File: config.mk
export PLATFORM = sky130hd
export DESIGN_NAME = fifo_status_ctrl_flat
export DESIGN_NICKNAME = d
export VERILOG_FILES = /design/src/rtl/fifo_status_ctrl_if.sv /design/src/rtl/fifo_status_ctrl.sv /design/src/flat_wrapper.sv
export SDC_FILE = /design/constraint.sdc
export NUM_CORES = 1
export LEC_CHECK = 0
export BUFFER_PORTS_ARGS = -buffer_cell sky130_fd_sc_hd__buf_4
export CAP_MARGIN = 20
export CORE_MARGIN = 3
export CORE_UTILIZATION = 45
export CTS_BUF_LIST = sky130_fd_sc_hd__clkbuf_8 sky130_fd_sc_hd__clkbuf_16
export CTS_CLUSTER_SIZE = 14
export DETAILED_ROUTE_END_ITERATION = 10
export PLACE_DENSITY = 0.75
export SYNTH_ARGS = -nofsm -noshare
export SYNTH_HDL_FRONTEND = slang
export SYNTH_SLANG_ARGS = --single-unit
File: constraint.sdc
create_clock -name clk -period 3.67 [get_ports clk]
set_input_delay 0.367 -clock clk [delete_from_list [all_inputs] [get_ports clk]]
set_output_delay 0.367 -clock clk [all_outputs]
set_load 0.01 [all_outputs]
File: src/rtl/fifo_status_ctrl_if.sv
// Handshake/status bundle between requesting logic and fifo_status_ctrl.
// master: requester side (drives wr, rd, clr_err; observes status).
// slave : controller side (consumes requests; drives enables, pointers, flags).
//   wr, rd, clr_err      - write/read requests, sticky-error clear
//   fifo_we, fifo_rd     - gated storage-array enables
//   wptr, rptr           - ADDR_W+1 bit pointers (MSB = wrap bit)
//   count                - fill level 0..2**ADDR_W
//   full, empty, almost_full, almost_empty, overflow, underflow - status flags
interface fifo_status_ctrl_if #(
  parameter int unsigned ADDR_W = 4
);
  logic              wr;
  logic              rd;
  logic              clr_err;
  logic              fifo_we;
  logic              fifo_rd;
  logic [ADDR_W:0]   wptr;
  logic [ADDR_W:0]   rptr;
  logic [ADDR_W:0]   count;
  logic              full;
  logic              empty;
  logic              almost_full;
  logic              almost_empty;
  logic              overflow;
  logic              underflow;

  modport master (
    output wr, rd, clr_err,
    input  fifo_we, fifo_rd, wptr, rptr, count, full, empty,
           almost_full, almost_empty, overflow, underflow
  );

  modport slave (
    input  wr, rd, clr_err,
    output fifo_we, fifo_rd, wptr, rptr, count, full, empty,
           almost_full, almost_empty, overflow, underflow
  );
endinterface

File: src/rtl/fifo_status_ctrl.sv
// Pointer and status controller for a single-clock FIFO of depth 2**ADDR_W.
// Owns the write/read pointers, gates raw wr/rd into storage enables and
// derives fill count, full/empty, almost_full/almost_empty and sticky
// overflow/underflow flags. Storage must be read-before-write so a write
// into a full FIFO can be accepted alongside a read.
// Ports:
//   clk  - clock, rising edge
//   rst  - asynchronous, active-low reset
//   bus  - fifo_status_ctrl_if.slave (requests in; enables, pointers, flags out)
// Optional feature macro: FIFO_STATUS_UNDERFLOW_EN
//   defined   - sticky underflow flag (read attempted while empty)
//   undefined - underflow tied to 0, no logic generated
module fifo_status_ctrl #(
  parameter int unsigned ADDR_W    = 4,
  parameter int unsigned AF_THRESH = 12,
  parameter int unsigned AE_THRESH = 4
) (
  input  logic               clk,
  input  logic               rst,
  fifo_status_ctrl_if.slave  bus
);

  localparam logic [ADDR_W:0] DEPTH  = {1'b1, {ADDR_W{1'b0}}};
  localparam logic [ADDR_W:0] AF_LVL = AF_THRESH[ADDR_W:0];
  localparam logic [ADDR_W:0] AE_LVL = AE_THRESH[ADDR_W:0];

  typedef enum logic [1:0] {
    ST_EMPTY   = 2'd0,
    ST_PARTIAL = 2'd1,
    ST_FULL    = 2'd2
  } state_t;

  state_t          state, state_next;
  logic [ADDR_W:0] wptr_q, rptr_q;
  logic [ADDR_W:0] count_now, count_next;
  logic            full_now, empty_now;
  logic            we, re;
  logic            ovf_q;

  assign count_now = wptr_q - rptr_q;
  assign full_now  = (wptr_q[ADDR_W] != rptr_q[ADDR_W]) &&
                     (wptr_q[ADDR_W-1:0] == rptr_q[ADDR_W-1:0]);
  assign empty_now = (wptr_q == rptr_q);

  // A full FIFO still accepts a write when a read frees a slot this cycle.
  assign re = bus.rd & ~empty_now;
  assign we = bus.wr & (~full_now | re);

  assign count_next = count_now + (ADDR_W+1)'(we) - (ADDR_W+1)'(re);

  always_ff @(posedge clk or negedge rst) begin
    if (!rst) begin
      wptr_q <= '0;
      rptr_q <= '0;
    end else begin
      wptr_q <= wptr_q + (ADDR_W+1)'(we);
      rptr_q <= rptr_q + (ADDR_W+1)'(re);
    end
  end

  // Sticky overflow: set wins over clear.
  always_ff @(posedge clk or negedge rst) begin
    if (!rst) begin
      ovf_q <= 1'b0;
    end else if (bus.wr & full_now & ~re) begin
      ovf_q <= 1'b1;
    end else if (bus.clr_err) begin
      ovf_q <= 1'b0;
    end
  end

`ifdef FIFO_STATUS_UNDERFLOW_EN
  logic unf_q;

  always_ff @(posedge clk or negedge rst) begin
    if (!rst) begin
      unf_q <= 1'b0;
    end else if (bus.rd & empty_now) begin
      unf_q <= 1'b1;
    end else if (bus.clr_err) begin
      unf_q <= 1'b0;
    end
  end

  assign bus.underflow = unf_q;
`else
  assign bus.underflow = 1'b0;
`endif

  // Status FSM tracks the same condition as the full/empty equations.
  always_ff @(posedge clk or negedge rst) begin
    if (!rst) begin
      state <= ST_EMPTY;
    end else begin
      state <= state_next;
    end
  end

  always_comb begin
    state_next = state;
    unique case (state)
      ST_EMPTY: begin
        if (we) begin
          state_next = (count_next == DEPTH) ? ST_FULL : ST_PARTIAL;
        end
      end
      ST_PARTIAL: begin
        if (count_next == DEPTH) begin
          state_next = ST_FULL;
        end else if (count_next == '0) begin
          state_next = ST_EMPTY;
        end
      end
      ST_FULL: begin
        if (re & ~we) begin
          state_next = (count_next == '0) ? ST_EMPTY : ST_PARTIAL;
        end
      end
      default: state_next = ST_EMPTY;
    endcase
  end

  assign bus.fifo_we      = we;
  assign bus.fifo_rd      = re;
  assign bus.wptr         = wptr_q;
  assign bus.rptr         = rptr_q;
  assign bus.count        = count_now;
  assign bus.full         = full_now;
  assign bus.empty        = empty_now;
  assign bus.almost_full  = (count_now >= AF_LVL);
  assign bus.almost_empty = (count_now <= AE_LVL);
  assign bus.overflow     = ovf_q;

endmodule

File: src/flat_wrapper.sv
// flat-port wrapper written by rule: the top's interface ports become plain ports
module fifo_status_ctrl_flat 
#(
  parameter int unsigned ADDR_W    = 4,
  parameter int unsigned AF_THRESH = 12,
  parameter int unsigned AE_THRESH = 4
)
  (clk, rst, bus_wr, bus_rd, bus_clr_err, bus_fifo_we, bus_fifo_rd, bus_wptr, bus_rptr, bus_count, bus_full, bus_empty, bus_almost_full, bus_almost_empty, bus_overflow, bus_underflow);
  fifo_status_ctrl_if #(.ADDR_W(ADDR_W)) bus_i ();
  input  logic clk;
  input  logic rst;
  input wire logic [$bits(bus_i.wr)-1:0] bus_wr;
  input wire logic [$bits(bus_i.rd)-1:0] bus_rd;
  input wire logic [$bits(bus_i.clr_err)-1:0] bus_clr_err;
  output wire logic [$bits(bus_i.fifo_we)-1:0] bus_fifo_we;
  output wire logic [$bits(bus_i.fifo_rd)-1:0] bus_fifo_rd;
  output wire logic [$bits(bus_i.wptr)-1:0] bus_wptr;
  output wire logic [$bits(bus_i.rptr)-1:0] bus_rptr;
  output wire logic [$bits(bus_i.count)-1:0] bus_count;
  output wire logic [$bits(bus_i.full)-1:0] bus_full;
  output wire logic [$bits(bus_i.empty)-1:0] bus_empty;
  output wire logic [$bits(bus_i.almost_full)-1:0] bus_almost_full;
  output wire logic [$bits(bus_i.almost_empty)-1:0] bus_almost_empty;
  output wire logic [$bits(bus_i.overflow)-1:0] bus_overflow;
  output wire logic [$bits(bus_i.underflow)-1:0] bus_underflow;
  assign bus_i.wr = bus_wr;
  assign bus_i.rd = bus_rd;
  assign bus_i.clr_err = bus_clr_err;
  assign bus_fifo_we = bus_i.fifo_we;
  assign bus_fifo_rd = bus_i.fifo_rd;
  assign bus_wptr = bus_i.wptr;
  assign bus_rptr = bus_i.rptr;
  assign bus_count = bus_i.count;
  assign bus_full = bus_i.full;
  assign bus_empty = bus_i.empty;
  assign bus_almost_full = bus_i.almost_full;
  assign bus_almost_empty = bus_i.almost_empty;
  assign bus_overflow = bus_i.overflow;
  assign bus_underflow = bus_i.underflow;
  fifo_status_ctrl #(.ADDR_W(ADDR_W), .AF_THRESH(AF_THRESH), .AE_THRESH(AE_THRESH)) u_core (.clk(clk), .rst(rst), .bus(bus_i));
endmodule
==> impl_metrics.env, run 1 <==
export IMPL_status="completed"
export IMPL_crit_path_cell_trace="inv_1 > ha_1 > inv_1 > fa_1 > a21o_1 > a21oi_2 > xnor2_1 > a311o_1 > buf_4"
export IMPL_start_kind="register"
export IMPL_initial_core_util_pct=51.90
export IMPL_crit_family="compound AO/OA/AOI/OAI gates"
export IMPL_ys_top_cells_by_area="dfrtp_1 37%, ha_1 14%, xnor2_1 7.2%"
export IMPL_area_growth_syn_to_layout_pct=34.07
export IMPL_cts_sinks=11
export IMPL_async_flop_share_pct=100.0
export IMPL_syn_area_per_cell_um2=10.34
export IMPL_synthDistinctLibCells=27
export IMPL_wl_per_cell_um=12.89
export IMPL_min_path_type="primary input to register"
export IMPL_grt_pass1_vias=546
export IMPL_rows=13
export IMPL_period_share_pct=70.08
export IMPL_layout_nets=115
export IMPL_fin_crit_ns=2.572
export IMPL_htreeDepth=1
export IMPL_ys_ff_latch=11
export IMPL_overflow=0
export IMPL_dr_total_vias=593
export IMPL_crit_fanout=4
export IMPL_cts_root_buffer="clkbuf_8"
export IMPL_clk_path_buf_depth=2
export IMPL_port_buffers=26
export IMPL_insertion_delay_ns=0.24
export IMPL_crit_buf_inv=3
export IMPL_crit_type="register to primary output"
export IMPL_cp_data_arrival_time_ns=2.20
export IMPL_yosysWarnings=0
export IMPL_synth_most_common_cell="dfrtp_1"
export IMPL_grt_first_pass_wirelength_mm=2.332
export IMPL_num_antenna_cells=0
export IMPL_finClkSkew_ns=0.003435
export IMPL_cp_common_cell="inv_1"
export IMPL_ys_seq_area_share_pct=37.48
export IMPL_grt_setup_unrepaired="false"
export IMPL_finalSetupViolations=0
export IMPL_cp_required_ns=3.30
export IMPL_fmax_ghz=0.3888
export IMPL_antenna_left=0
export IMPL_post_cts_buffers=0
export IMPL_syn_nets=85
export IMPL_wl_mm=1.482
export IMPL_die_y_um=46.40
export IMPL_netlist_area_um2=734.5
export IMPL_cts_buffers=3
export IMPL_yosys_area_top_type="dfrtp_1"
export IMPL_cts_tree="yes"
export IMPL_synth_top_area_share_pct=37.48
export IMPL_drt_pass1_iter_count=2
export IMPL_syn_inst=71
export IMPL_globalplace_congestion=0.8281
export IMPL_finalHoldViolations=0
export IMPL_track_usage_pct=15.71
export IMPL_slowest_delay_ns=0.43
export IMPL_drt_drc_violations_left=0
export IMPL_cap_violations=0
export IMPL_pin_count=28
export IMPL_synth_edf_count=0
export IMPL_post_cts_resize_count=0
export IMPL_post_dp_hpwl_mm=1.212
export IMPL_drive_gt1_share_pct=32.00
export IMPL_coreArea_um2=1415
export IMPL_drt_initial_drc_count=7
export IMPL_clkSlewWorstSetupHoldPaths_ns=0.05
export IMPL_worst_path_max_delay_cell="fa_1"
export IMPL_die_area_um2=2153
export IMPL_antenna_found_initial=0
export IMPL_synth_top_cells_by_count="11 x dfrtp_1, 8 x ha_1, 8 x inv_1, 6 x xnor2_1"
export IMPL_viasPerCell=5.157
export IMPL_final_util_pct=69.58
export IMPL_holdBufCountCts=1
export IMPL_tns_ns=0
export IMPL_finalMaxSlewViolations=0
export IMPL_synth_main_ff_cell="dfrtp_1"
export IMPL_cp_end_kind="primary output"
export IMPL_grt_max_degree=12
export IMPL_die_width_um=46.40
-- final timing paths --
path / from / to / slack [ns] / cells after the start
max: u_core.bus.wptr[0] / bus_almost_full / 1.10 / 9
min: bus_clr_err / u_core.bus.overflow / 0.31 / 2
max reg2reg: u_core.bus.rptr[2] / u_core.bus.wptr[2] / 1.45 / 8
min reg2reg: u_core.bus.wptr[3] / u_core.bus.wptr[3] / 0.53 / 1
max in group asynchronous: rst / u_core.bus.wptr[2] / 3.03 / 2
min in group asynchronous: rst / u_core.bus.overflow / 0.49 / 2
-- state kept, by name, summed over array words and instances, names as in the netlist --
name and cells:
u_core.bus.overflow 1, u_core.bus.wptr 5, u_core.bus.rptr 5
-- placed cells by master (no fill, tap or decap), types with 2 or more instances in the layout --
cell type / netlist / final
inv_1: 8 / 9
nand2_1: 2 / 2
buf_4: 1 / 26
xor2_1: 4 / 4
nand3_1: 4 / 4
nor2_1: 3 / 3
nor2b_1: 2 / 2
nand2b_1: 4 / 4
ha_1: 8 / 8
a21o_1: 2 / 2
dfrtp_1: 11 / 11
o21ai_0: 2 / 2
xnor2_1: 6 / 6
clkbuf_8: 0 / 3
-- final cells by class --
type / count / area [um2]
Fill cell: 121 / 430.4
Clock inverter: 1 / 3.754
Inverter: 8 / 30.03
Multi-Input combinational cell: 50 / 410.4
Sequential cell: 11 / 275.3
Clock buffer: 3 / 41.29
Timing Repair Buffer: 27 / 205.2
Tap cell: 15 / 18.77
-- metal layers --
layer  up-vias  track usage, %  wire (um)
li1        295               -          -
met1       274           19.90        662
met2        22           24.45        673
met3         2           4.688        129
met4         0           6.818         17
met5         -               0          0
-- cells by family (layout without fill, tap and decap cells) --
logic type	after synthesis	count (layout)	share of synthesized area [%]
multiplexers	1	1	1.363
other	1	1	0.5106
AO/OA/AOI/OAI	9	9	8.688
buffers and inverters	10	39	6.644
flip-flops	11	11	37.48
adder cells (fa/ha/maj)	9	9	16.35
XOR/XNOR	11	11	14.14
AND/OR/NAND/NOR	19	19	14.82
-- stage by stage --
| stage | cells | setup slack (ns) | cell area [um2] | hold slack, ns |
|---|---|---|---|---|
| CTS | 115 | 1.071 | 984.7 | 0.3086 |
| floorplan | 71 | 1.366 | 734.5 | 0.07141 |
| global placement | 110 | 1.384 | 929.6 | 0.2053 |
| finish | 115 | 1.098 | 984.7 | 0.3129 |
| detailed placement | 110 | 1.329 | 929.6 | 0.2061 |
| global route | 115 | 0.9650 | 984.7 | 0.3192 |
Power of run 1 is left out: the tool's default activity adds up to more than one toggle a clock period on the data nets, which glitch-free logic cannot reach.
==> inputs of run 2 (changes only) <==
--- a/config.mk
+++ b/config.mk
@@ -5,6 +5,7 @@
 export SDC_FILE = /design/constraint.sdc
 export NUM_CORES = 1
 export LEC_CHECK = 0
+export ABC_AREA = 1
 export BUFFER_PORTS_ARGS = -buffer_cell sky130_fd_sc_hd__buf_4
 export CAP_MARGIN = 20
 export CORE_MARGIN = 3
@@ -12,7 +13,7 @@
 export CTS_BUF_LIST = sky130_fd_sc_hd__clkbuf_8 sky130_fd_sc_hd__clkbuf_16
 export CTS_CLUSTER_SIZE = 14
 export DETAILED_ROUTE_END_ITERATION = 10
-export PLACE_DENSITY = 0.75
+export PLACE_DENSITY = 0.76
 export SYNTH_ARGS = -nofsm -noshare
 export SYNTH_HDL_FRONTEND = slang
 export SYNTH_SLANG_ARGS = --single-unit
==> constraint.sdc (replaced) <==
create_clock -name clk -period 2.6 [get_ports clk]
set_input_delay 0.26 -clock clk [delete_from_list [all_inputs] [get_ports clk]]
set_output_delay 0.26 -clock clk [all_outputs]
set_load 0.01 [all_outputs]
==> impl_metrics.env, run 2 <==
export IMPL_status="completed"
export IMPL_antenna_found_initial=0
export IMPL_clkSlewWorstSetupHoldPaths_ns=0.05
export IMPL_synthAdderAreaFrac_pct=17.33
export IMPL_cp_end_kind="primary output"
export IMPL_finalSetupViolations=0
export IMPL_ys_top_cells_by_area="dfrtp_1 40%, ha_1 14%, nand2_1 9.2%"
export IMPL_synth_main_ff_cell="dfrtp_1"
export IMPL_post_dp_hpwl_mm=1.262
export IMPL_async_flop_share_pct=100.0
export IMPL_syn_inst=83
export IMPL_tns_ns=0
export IMPL_min_from="bus_clr_err"
export IMPL_cts_sinks=11
export IMPL_yosys_area_top_type="dfrtp_1"
export IMPL_ys_ff_latch=11
export IMPL_crit_type="register to primary output"
export IMPL_synth_top_family_by_area="simple AND/OR/NAND/NOR gates"
export IMPL_grt_setup_unrepaired="false"
export IMPL_worstReg2RegEnd="u_core.bus.wptr[4]"
export IMPL_finalHoldViolations=0
export IMPL_syn_nets=97
export IMPL_netlist_area_um2=693.2
export IMPL_cts_tree="yes"
export IMPL_drt_initial_drc_count=20
export IMPL_layout_nets=128
export IMPL_syn_area_per_cell_um2=8.351
export IMPL_track_usage_pct=18.00
export IMPL_viasPerCell=5.063
export IMPL_crit_path_cell_trace="inv_1 > ha_1 > inv_1 > fa_1 > or2_2 > nand2_1 > nand3_1 > nor2_1 > buf_4"
export IMPL_worst_path_max_delay_cell="fa_1"
export IMPL_drt_drc_violations_left=0
export IMPL_start_kind="register"
export IMPL_muxShareOfSynthArea_pct=0
export IMPL_drt_pass1_iter_count=4
export IMPL_antenna_left=0
export IMPL_synthXorXnorAreaFrac_pct=7.581
export IMPL_fin_crit_ns=2.289
export IMPL_final_cell_mix="26 x buf_4, 17 x nand2_1, 15 x inv_1"
export IMPL_area_growth_syn_to_layout_pct=37.91
export IMPL_nFillCells=115
export IMPL_die_area_um2=2047
export IMPL_dp_cells=123
export IMPL_synthDistinctLibCells=17
export IMPL_min_path_type="primary input to register"
export IMPL_slowest_delay_ns=0.44
export IMPL_fin_ws_ns=0.3110
export IMPL_yosysWarnings=0
export IMPL_ff2ff_setup_slack_ns=0.56
export IMPL_htreeDepth=1
export IMPL_cts_buffers=3
export IMPL_final_common_cell="buf_4"
export IMPL_cp_common_cell="inv_1"
export IMPL_period_share_pct=88.04
export IMPL_ys_seq_area_share_pct=39.71
export IMPL_pre_cts_ws_ns=0.5750
export IMPL_final_cell_count_no_fill=128
export IMPL_ff2ff_path_depth=11
export IMPL_grt_pass1_vias=647
export IMPL_port_buffers=26
export IMPL_globalplace_congestion=0.7922
export IMPL_hold_depth=4
export IMPL_synth_top_cells_by_count="17 x nand2_1, 15 x inv_1, 11 x dfrtp_1, 11 x nand3_1, 8 x ha_1"
export IMPL_clk_path_buf_depth=2
export IMPL_finClkSkew_ns=0.004060
export IMPL_fmax_ghz=0.4369
export IMPL_drive_gt1_share_pct=29.20
export IMPL_coreArea_um2=1366
export IMPL_crit_fanout=3
export IMPL_grt_first_pass_wirelength_mm=2.635
export IMPL_pin_count=28
export IMPL_cp_data_arrival_time_ns=2.03
export IMPL_post_cts_buffers=0
export IMPL_synth_top_area_share_pct=39.71
export IMPL_insertion_delay_ns=0.24
export IMPL_rows=13
export IMPL_cts_root_buffer="clkbuf_8"
export IMPL_die_y_um=45.25
export IMPL_die_width_um=45.25
export IMPL_dr_total_vias=648
export IMPL_yosys_area_share_simple_pct=24.91
export IMPL_initial_core_util_pct=50.73
export IMPL_wl_per_cell_um=12.50
export IMPL_synth_most_common_cell="nand2_1"
export IMPL_synth_edf_count=0
export IMPL_cap_violations=0
export IMPL_synth_compound_area_share_pct=0.7220
export IMPL_wl_mm=1.600
export IMPL_finalMaxSlewViolations=0
export IMPL_num_antenna_cells=0
export IMPL_overflow=0
export IMPL_r2r_start="u_core.bus.rptr[2]"
export IMPL_worstHoldEndpoint="u_core.bus.overflow"
export IMPL_cp_required_ns=2.34
export IMPL_grt_max_degree=12
## run 2: routing by layer
metal  up-vias  track usage, %  wire length, um
li1        314               -                -
met1       295           20.69              664
met2        34           31.07              775
met3         5           2.789              125
met4         0           10.53               34
met5         -               0                0
## run 2: final cells by class
cell class / instances / area (um2) / share of cell area (%)
Clock buffer: 3 / 41.29 / 4.319
Clock inverter: 1 / 5.005 / 0.5236
Inverter: 15 / 56.30 / 5.890
Multi-Input combinational cell: 56 / 354.1 / 37.04
Sequential cell: 11 / 275.3 / 28.80
Tap cell: 15 / 18.77 / 1.963
Timing Repair Buffer: 27 / 205.2 / 21.47
## run 2: worst max path at each step
stage | from | to | slack, ns | cells past startpoint
floorplan | u_core.bus.rptr[2] | u_core.bus.wptr[4] | 0.58 | 11
global placement | u_core.bus.rptr[0] | bus_almost_empty | 0.59 | 8
detailed placement | u_core.bus.rptr[2] | u_core.bus.wptr[4] | 0.58 | 11
CTS | u_core.bus.rptr[0] | bus_almost_empty | 0.32 | 8
global route | u_core.bus.wptr[0] | bus_almost_empty | 0.21 | 9
finish | u_core.bus.wptr[0] | bus_almost_empty | 0.31 | 9
## run 2: repair_timing
item,in CTS,in global routing
setup endpoints to repair,0,0
hold endpoints to repair,11,0
resized for setup,0,0
hold buffers,1,0
## run 2: kinds of logic after synthesis
group                      after synthesis
and+or+nand+nor                         39
buffers and inverters                   16
DFF                                     11
adders and majority gates                9
xor gates and xnor gates                 6
AOI/OAI and AO/OA                        1
other                                    1
## run 2: per-stage QoR
stage	utilization, %	hold WS (ns)	area (um2)
2_1_floorplan	-	-0.03559	693.2
3_3_place_gp	65.84	0.1010	899.6
3_5_place_dp	65.84	0.1056	899.6
4_1_cts	69.96	0.2524	955.9
5_1_grt	69.96	0.2850	955.9
6_report	69.96	0.2475	955.9
## run 2: worst max-delay path: cells and delay by family (launching register included)
| family | cells | cell delay (ns) |
|---|---|---|
| and+or+nand+nor | 4 | 0.54 |
| buffers and inverters | 3 | 0.27 |
| DFF | 1 | 0.38 |
| adders and majority gates | 2 | 0.61 |
Power of run 2 is left out for the same reason.
==> inputs of run 3 (changes only) <==
--- a/config.mk
+++ b/config.mk
@@ -11,9 +11,11 @@
 export CORE_MARGIN = 3
 export CORE_UTILIZATION = 45
 export CTS_BUF_LIST = sky130_fd_sc_hd__clkbuf_8 sky130_fd_sc_hd__clkbuf_16
+export CTS_CLUSTER_DIAMETER = 150
 export CTS_CLUSTER_SIZE = 14
 export DETAILED_ROUTE_END_ITERATION = 10
 export PLACE_DENSITY = 0.76
+export SETUP_SLACK_MARGIN = 0.4
 export SYNTH_ARGS = -nofsm -noshare
 export SYNTH_HDL_FRONTEND = slang
 export SYNTH_SLANG_ARGS = --single-unit
==> impl_metrics.env, run 3 (synthesis gave the netlist of run 2 again) <==
export IMPL_status="completed"
export IMPL_start_kind="register"
export IMPL_clkSlewWorstSetupHoldPaths_ns=0.05
export IMPL_viasPerCell=5.045
export IMPL_worstReg2RegEnd="u_core.bus.wptr[4]"
export IMPL_crit_start="u_core.bus.wptr[0]"
export IMPL_finalHoldViolations=0
export IMPL_wl_per_cell_um=12.97
export IMPL_drt_drc_violations_left=0
export IMPL_wl_mm=1.712
export IMPL_num_antenna_cells=0
export IMPL_track_usage_pct=18.65
export IMPL_min_path_type="primary input to register"
export IMPL_die_width_um=45.25
export IMPL_dr_total_vias=666
export IMPL_worstSetupEndpoint="bus_almost_empty"
export IMPL_die_y_um=45.25
export IMPL_fmax_ghz=0.4622
export IMPL_globalplace_congestion=0.7922
export IMPL_insertion_delay_ns=0.24
export IMPL_post_dp_hpwl_mm=1.262
export IMPL_cts_root_buffer="clkbuf_8"
export IMPL_htreeDepth=1
export IMPL_fin_crit_ns=2.163
export IMPL_nFillCells=109
export IMPL_grt_first_pass_wirelength_mm=2.711
export IMPL_grt_pass1_vias=675
export IMPL_clk_path_buf_depth=2
export IMPL_cp_end_kind="primary output"
export IMPL_antenna_left=0
export IMPL_grt_setup_unrepaired="true"
export IMPL_drt_initial_drc_count=16
export IMPL_pin_count=28
export IMPL_area_growth_syn_to_layout_pct=43.68
export IMPL_ff2ff_setup_slack_ns=0.60
export IMPL_overflow=0
export IMPL_drt_pass1_iter_count=4
export IMPL_rows=13
export IMPL_final_common_cell="buf_4"
export IMPL_ff2ff_path_depth=11
export IMPL_hold_depth=4
export IMPL_antenna_found_initial=0
export IMPL_cp_required_ns=2.34
export IMPL_min_from="bus_clr_err"
export IMPL_r2r_start="u_core.bus.rptr[3]"
export IMPL_drive_gt1_share_pct=35.04
export IMPL_crit_fanout=2
export IMPL_cp_data_arrival_time_ns=1.90
export IMPL_finalMaxSlewViolations=0
export IMPL_crit_type="register to primary output"
export IMPL_initial_core_util_pct=50.73
export IMPL_tns_ns=0
export IMPL_finClkSkew_ns=0.004921
export IMPL_cts_buffers=3
export IMPL_die_area_um2=2047
export IMPL_port_buffers=26
export IMPL_cts_tree="yes"
export IMPL_layout_nets=132
export IMPL_grt_max_degree=12
export IMPL_finalSetupViolations=0
export IMPL_cap_violations=0
export IMPL_cts_sinks=11
export IMPL_coreArea_um2=1366
export IMPL_final_cell_mix="30 x buf_4, 17 x nand2_1, 14 x inv_1"
export IMPL_period_share_pct=83.21
run 3: cell types whose count changed in the layout (fill, tap and decap cells not counted), sizes merged:
| cell | delta |
|---|---|
| buf | +4 |
run 3: repair_timing:
| item | in CTS | in global routing |
|---|---|---|
| hold buffers | 1 | 0 |
| pin swaps | 4 | 3 |
| setup buffers | 2 | 2 |
| endpoints found under the hold margin | 11 | 0 |
| endpoints found under the setup margin | 1 | 4 |
| gates resized for setup | 3 | 2 |
run 3: stage by stage:
stage | hold slack (ns) | worst slack, ns | utilization, % | cells | instance area [um2]
after floorplan | -0.03559 | 0.5785 | - | 83 | 693.2
after global placement | 0.1010 | 0.5884 | 65.84 | 123 | 899.6
after detailed placement | 0.1056 | 0.5750 | 65.84 | 123 | 899.6
after CTS | 0.2524 | 0.3662 | 71.43 | 130 | 975.9
after global routing | 0.2850 | 0.3652 | 72.89 | 132 | 996.0
final | 0.2520 | 0.4365 | 72.89 | 132 | 996.0
run 3: layout make-up:
type / count / area [um2] / share of cell area (%)
Sequential cell: 11 / 275.3 / 27.64
Tap cell: 15 / 18.77 / 1.884
Timing Repair Buffer: 31 / 235.2 / 23.62
Multi-Input combinational cell: 56 / 364.1 / 36.56
Inverter: 15 / 56.30 / 5.653
Clock buffer: 3 / 41.29 / 4.146
Clock inverter: 1 / 5.005 / 0.5025
run 3: worst min path at each step:
stage | to
final | u_core.bus.overflow
after global routing | u_core.bus.overflow
after CTS | u_core.bus.overflow
after detailed placement | u_core.bus.wptr[2]
after global placement | u_core.bus.wptr[4]
after floorplan | u_core.bus.overflow
run 3: worst max-delay path, cell delays in order (launching register included):
cell and delay, ns:
dfrtp_1 0.37, inv_1 0.06, ha_2 0.16, inv_2 0.06, fa_2 0.44, or2_4 0.23
nand2_1 0.06, nand3_1 0.06, nor2_1 0.09, buf_4 0.12
run 3: per-layer routing:
layer  up-vias  track usage, %  share of wire (%)
met3        12           3.586                6.1
met4         0           13.45                3.5
li1        322               -                  -
met1       300           20.44                 42
met5         -               0                  0
met2        32           31.64                 48
Power of run 3 is left out for the same reason.
